`src/rtl/match_controller.sv`:
```
// Head-soccer match sequencer: owns match state, scores and match clock,
// and gates ball physics and ball re-centring for the datapath.
module match_controller #(
  parameter logic [25:0] TICKS_PER_SEC      = 26'd50_000_000,
  parameter logic [6:0]  MATCH_SECONDS      = 7'd90,
  parameter logic [2:0]  KICKOFF_SECONDS    = 3'd3,
  parameter logic [2:0]  GOAL_PAUSE_SECONDS = 3'd2,
  parameter logic [3:0]  MAX_SCORE          = 4'd9
) (
  input  logic       clock,
  input  logic       reset,
  input  logic       startButton,
  input  logic       pauseButton,
  input  logic [1:0] goal,
  output logic       gameStart,
  output logic       ballReset,
  output logic [3:0] scoreA,
  output logic [3:0] scoreB,
  output logic [6:0] timeLeft,
  output logic [2:0] countdown,
  output logic [1:0] winner,
  output logic [2:0] matchState
);

  typedef enum logic [2:0] {
    S_IDLE       = 3'd0,
    S_KICKOFF    = 3'd1,
    S_PLAY       = 3'd2,
    S_PAUSED     = 3'd3,
    S_GOAL_PAUSE = 3'd4,
    S_GAME_OVER  = 3'd5
  } state_t;

  state_t      state_q, state_d;
  logic [25:0] tick_cnt_q, tick_cnt_d;
  logic [3:0]  score_a_q, score_a_d;
  logic [3:0]  score_b_q, score_b_d;
  logic [6:0]  time_left_q, time_left_d;
  logic [2:0]  countdown_q, countdown_d;
  logic [2:0]  pause_cnt_q, pause_cnt_d;
  logic [1:0]  winner_q, winner_d;

  logic start_prev_q, pause_prev_q, goal_prev_q;
  logic start_edge_q, pause_edge_q, goal_edge_q;
  logic goal_side_q;
  logic start_edge_d, pause_edge_d, goal_edge_d;

  logic       counting, sec_tick, final_tick;
  logic       a_goal, b_goal, goal_max;
  logic [3:0] score_a_inc, score_b_inc;

  // Edges are registered, so a button edge reaches the FSM one cycle late.
  always_comb begin
    start_edge_d = startButton & ~start_prev_q;
    pause_edge_d = pauseButton & ~pause_prev_q;
    goal_edge_d  = goal[1] & ~goal_prev_q;
  end

  always_comb begin
    counting = (state_q == S_KICKOFF) || (state_q == S_PLAY) ||
               (state_q == S_GOAL_PAUSE);
    sec_tick   = counting && (tick_cnt_q == TICKS_PER_SEC - 26'd1);
    final_tick = sec_tick && (time_left_q <= 7'd1);
    a_goal     = goal_edge_q & goal_side_q;
    b_goal     = goal_edge_q & ~goal_side_q;
    score_a_inc = (score_a_q < MAX_SCORE) ? score_a_q + 4'd1 : score_a_q;
    score_b_inc = (score_b_q < MAX_SCORE) ? score_b_q + 4'd1 : score_b_q;
    goal_max = a_goal ? (score_a_inc == MAX_SCORE)
                      : (score_b_inc == MAX_SCORE);
  end

  always_ff @(posedge clock) begin
    if (reset) begin
      state_q      <= S_IDLE;
      tick_cnt_q   <= '0;
      score_a_q    <= '0;
      score_b_q    <= '0;
      time_left_q  <= MATCH_SECONDS;
      countdown_q  <= '0;
      pause_cnt_q  <= '0;
      winner_q     <= '0;
      start_prev_q <= 1'b0;
      pause_prev_q <= 1'b0;
      goal_prev_q  <= 1'b0;
      start_edge_q <= 1'b0;
      pause_edge_q <= 1'b0;
      goal_edge_q  <= 1'b0;
      goal_side_q  <= 1'b0;
    end else begin
      state_q      <= state_d;
      tick_cnt_q   <= tick_cnt_d;
      score_a_q    <= score_a_d;
      score_b_q    <= score_b_d;
      time_left_q  <= time_left_d;
      countdown_q  <= countdown_d;
      pause_cnt_q  <= pause_cnt_d;
      winner_q     <= winner_d;
      start_prev_q <= startButton;
      pause_prev_q <= pauseButton;
      goal_prev_q  <= goal[1];
      start_edge_q <= start_edge_d;
      pause_edge_q <= pause_edge_d;
      goal_edge_q  <= goal_edge_d;
      goal_side_q  <= goal[0];
    end
  end

  always_comb begin
    state_d = state_q;
    unique case (state_q)
      S_IDLE: begin
        if (start_edge_q) state_d = S_KICKOFF;
      end
      S_KICKOFF: begin
        if (sec_tick && countdown_q <= 3'd1) state_d = S_PLAY;
      end
      S_PLAY: begin
        if (goal_edge_q) begin
          if (goal_max || final_tick) state_d = S_GAME_OVER;
          else                        state_d = S_GOAL_PAUSE;
        end else if (final_tick) begin
          state_d = S_GAME_OVER;
        end else if (pause_edge_q) begin
          state_d = S_PAUSED;
        end
      end
      S_PAUSED: begin
        if (pause_edge_q) state_d = S_PLAY;
      end
      S_GOAL_PAUSE: begin
        if (sec_tick && pause_cnt_q <= 3'd1) state_d = S_KICKOFF;
      end
      S_GAME_OVER: begin
        if (start_edge_q) state_d = S_IDLE;
      end
      default: state_d = S_IDLE;
    endcase
  end

  always_comb begin
    score_a_d   = score_a_q;
    score_b_d   = score_b_q;
    time_left_d = time_left_q;
    countdown_d = countdown_q;
    pause_cnt_d = pause_cnt_q;
    winner_d    = winner_q;
    unique case (state_q)
      S_IDLE: begin
        if (start_edge_q) countdown_d = KICKOFF_SECONDS;
      end
      S_KICKOFF: begin
        if (sec_tick && countdown_q != 3'd0)
          countdown_d = countdown_q - 3'd1;
      end
      S_PLAY: begin
        if (sec_tick && time_left_q != 7'd0)
          time_left_d = time_left_q - 7'd1;
        if (a_goal) score_a_d = score_a_inc;
        if (b_goal) score_b_d = score_b_inc;
        if (state_d == S_GOAL_PAUSE) pause_cnt_d = GOAL_PAUSE_SECONDS;
      end
      S_GOAL_PAUSE: begin
        if (sec_tick && pause_cnt_q != 3'd0)
          pause_cnt_d = pause_cnt_q - 3'd1;
        if (state_d == S_KICKOFF) countdown_d = KICKOFF_SECONDS;
      end
      default: ;
    endcase
    if (state_d == S_IDLE) begin
      score_a_d   = '0;
      score_b_d   = '0;
      time_left_d = MATCH_SECONDS;
      winner_d    = 2'b00;
    end
    if (state_d == S_GAME_OVER && state_q != S_GAME_OVER) begin
      if (score_a_d > score_b_d)      winner_d = 2'b01;
      else if (score_b_d > score_a_d) winner_d = 2'b10;
      else                            winner_d = 2'b11;
    end
  end

  // Pause freezes the prescaler phase so resumed play keeps its cadence.
  always_comb begin
    tick_cnt_d = '0;
    if (state_q == S_PAUSED)
      tick_cnt_d = tick_cnt_q;
    else if (state_d == S_PAUSED)
      tick_cnt_d = sec_tick ? '0 : tick_cnt_q;
    else if (state_d != state_q)
      tick_cnt_d = '0;
    else if (counting)
      tick_cnt_d = sec_tick ? '0 : tick_cnt_q + 26'd1;
  end

  always_comb begin
    gameStart = 1'b0;
    ballReset = 1'b0;
    unique case (state_q)
      S_IDLE, S_KICKOFF, S_GOAL_PAUSE: ballReset = 1'b1;
      S_PLAY:                          gameStart = 1'b1;
      default: ;
    endcase
    matchState = state_q;
    scoreA     = score_a_q;
    scoreB     = score_b_q;
    timeLeft   = time_left_q;
    countdown  = countdown_q;
    winner     = winner_q;
  end

endmodule

```
`config.mk`:
```
export PLATFORM = sky130hd
export DESIGN_NAME = match_controller
export DESIGN_NICKNAME = d
export VERILOG_FILES = /design/src/rtl/match_controller.sv
export SDC_FILE = /design/constraint.sdc
export NUM_CORES = 1
export LEC_CHECK = 0
export ABC_AREA = 1
export BUFFER_PORTS_ARGS = -buffer_cell sky130_fd_sc_hd__buf_2
export CAP_MARGIN = 20
export CELL_PAD_IN_SITES_DETAIL_PLACEMENT = 1
export CELL_PAD_IN_SITES_GLOBAL_PLACEMENT = 1
export CORE_ASPECT_RATIO = 0.5
export CORE_MARGIN = 5
export CORE_UTILIZATION = 40
export CTS_CLUSTER_SIZE = 10
export DETAILED_ROUTE_END_ITERATION = 7
export GPL_ROUTABILITY_DRIVEN = 0
export PLACE_DENSITY_LB_ADDON = 0.1
export RECOVER_POWER = 50
export SLEW_MARGIN = 30
export SYNTH_ARGS = -nofsm -noshare
export SYNTH_HDL_FRONTEND = slang
export SYNTH_SLANG_ARGS = --single-unit
```
`constraint.sdc`:
```
create_clock -name clock -period 7.59 [get_ports clock]
set_clock_uncertainty 0.1 [all_clocks]
set_input_delay 0 -clock clock [delete_from_list [all_inputs] [get_ports clock]]
set_output_delay 0 -clock clock [all_outputs]
set_load 0.01 [all_outputs]
```
==> flow_summary.yaml <==
power_and_ir_drop:
  power_density_nw_per_um2: 183
  leakagePower_nw: 1.73
  vdd_ir_drop_max_mv: 0.108
  p_total_mw: 0.811
clock_network:
  cts_made_buffers: 9
  clk_path_buf_depth: 2
  cts-root-buf: "clkbuf_16"
  tritoncts: "done"
  clock_latency_ns: 0.34
  clock_sinks: 59
  cts_resized: 0
  htreeDepth: 3
  clk_pin_slew_ns: 0.06
final_layout:
  post_layout_nonfiller_instances: 759
  multi_input_area_um2: 2320
  drive_above_1_share: 0.0769
  areaGrowthSynthToFinish_pct: 12.2
  regArea_um2: 1180
  finalNetCount: 644
  fillers: 1306
  antennaDiodeCount: 0
  final_core_util: 0.464
global_route:
  antenna_found_initial: 0
  grt_pass1_wl_um: 19700
  grt_pass1_vias: 4056
  gr-total-overflow: 0
  grt_max_degree: 49
  track_usage: 0.203
sta:
  fmax_ghz: 0.234
  slew_viol_final: 0
  worst_slack_ns: 3.32
  worst_slew_pin_slew_ns: 0.795
  slew_headroom: 0.469
  fin_tns_setup_ns: 0
  grt_setup_unrepaired: "false"
  setup_viol: 0
  period_share: 0.563
  fin_crit_ns: 4.27
  hold_viol: 0
synthesis:
  synth_warnings: 0
  synth_nets: 614
  syn_inst: 590
  synth.avg_cell_area_um2: 6.68
  yosysMostFrequentCell: "nand2_1"
  synth_seq_cells: 59
  ys_seq_area_frac: 0.299
  syn_area_um2: 3940
  synth_ff_type: "dfxtp_1"
  synth_area_leaders: "dfxtp_1 30%, nand2_1 13%, nor2_1 7.7%"
  synth_edf_count: 0
  synth_cell_types: 41
  synth_top_area_cell: "dfxtp_1"
  yosys.area.top_type_share: 0.299
  async_flop_share: 0
  synthTopCellsByCount: "133 x nand2_1, 81 x nor2_1, 65 x inv_1"
route:
  drt_iter0_drc: 143
  vias: 3952
  wl_met2_um: 5450
  first_pass_iters: 4
  drtAntennaViolNets: 0
  topRoutingLayerUsed: "met4"
  wl_met1_um: 5650
  via_per_inst: 5.21
  drt_wl_total_um: 11600
  detail_route.wl_per_cell_um: 15.2
  route.detailed.drc: 0
  wl_met3_um: 360
worst_setup_path:
  cp_data_required_time_ns: 7.76
  reg2reg_slack_ns: 3.32
  end_kind: "flop"
  max_stage_delay_ns: 0.48
  critPathArrivalTime_ns: 4.44
  cp-start-kind: "flop"
  cp_common_cell: "nand2_1"
  crit_chain: "ha_1 > nand3_1 > nor3_1 > nand2_2 > nor2_1 > nand3_1 > nand2_1 > nor2_2 > nand2_4 > inv_4 > nand3_1 > clkinvlp_2 > or2_2 > ha_1 > inv_1 > nor2_1 > o211ai_1 > nand2_1 > nand2_1 > nand2_1 > a21oi_1"
  worstPathMaxFanout: 8
  timing_worst_setup_path_type: "reg2reg"
  crit_slowest_cell: "nor2_1"
placement:
  io_buffers: 30
  post-place-ws_ns: 4.44
  dp.cells: 740
  hpwl_um: 8350
floorplan:
  ios: 31
  die_x_um: 150
  start_util: 0.413
  die_area_um2: 12100
  row_count: 25
  die_h_um: 80.2
  core_um2: 9540
flow_run:
  drv_cap: 0
run_status:
  status: "complete, no violations"
worst_hold_path:
  min_path_type: "in2reg"
[routing by layer]
layer / vias to the layer above / global-route usage
li1: 1997 / -
met4: 0 / 0.0493
met1: 1903 / 0.251
met2: 40 / 0.358
met5: - / 0
met3: 12 / 0.0462
[sequential cells by signal, summed over array words and instances, names as in the netlist]
register,count
start_edge_q,1
start_prev_q,1
goal_prev_q,1
tick_cnt_q,26
timeLeft,7
pause_cnt_q,3
goal_side_q,1
matchState,3
pause_prev_q,1
goal_edge_q,1
scoreA,4
countdown,3
pause_edge_q,1
winner,2
scoreB,4
[cells by family (layout without fill, tap and decap cells)]
group / count (synthesis) / count (layout) / share of synthesized area
AOI/OAI and AO/OA: 76 / 76 / 0.107
xor gates and xnor gates: 18 / 18 / 0.0400
adders and majority gates: 18 / 18 / 0.0571
buffers and inverters: 87 / 121 / 0.0974
DFF: 59 / 59 / 0.299
muxes: 1 / 1 / 0.00286
and+or+nand+nor: 331 / 331 / 0.397
[final cells by class]
cell class,instances,share of cell area
repair buffers,34,0.0368
clock inverters,5,0.0175
flip-flops and latches,59,0.267
clock buffers,10,0.0540
well taps,135,0.0382
inverters,72,0.0630
multi-input cells,444,0.524
[report_power, final]
part / internal, mW / leakage, nW / total [mW] / switching (mW)
sequential: 0.314 / 0.478 / 0.318 / 0.00362
clock: 0.293 / 0.154 / 0.442 / 0.149
combinational: 0.0126 / 1.10 / 0.0510 / 0.0384
total: 0.619 / 1.73 / 0.811 / 0.191
[per-stage QoR]
step,hold WS [ns],instance area (um2)
2_1_floorplan,0.00185,3940
3_3_place_gp,0.112,4160
3_5_place_dp,0.122,4160
4_1_cts,0.245,4520
5_1_grt,0.0663,4430
6_report,0.0436,4430
[cells in the final DEF, fill, tap and decap left out, types with 9 or more instances in the layout]
cell	instances
nand3_1	36
nor3_1	22
inv_1	66
ha_1	18
clkbuf_16	9
nand4_1	32
nand2_1	133
clkbuf_1	24
dfxtp_1	59
xor2_1	13
a21oi_1	52
o21ai_0	13
nor2_1	83
[repair_timing]
item,CTS,global route
buffers inserted,0,0
hold buffers,4,0
endpoints found under the hold margin,7,0
[critical path: cells and delay by family (launching register included)]
family / cells / cell delay, ns
flip-flops: 1 / 0.38
adder cells (fa/ha/maj): 2 / 0.51
AND/OR/NAND/NOR: 14 / 2.46
buffers and inverters: 3 / 0.47
AO/OA/AOI/OAI: 2 / 0.28
[worst paths after layout]
check / start / to / cells past startpoint
worst max-delay path: tick_cnt_q[0] / winner[0] / 21
worst min register to register: goal_prev_q / goal_edge_q / 1
worst min-delay path: reset / matchState[0] / 2
worst max register to register: tick_cnt_q[0] / winner[0] / 21
No activity file was read; power rests on OpenSTA's default activity.
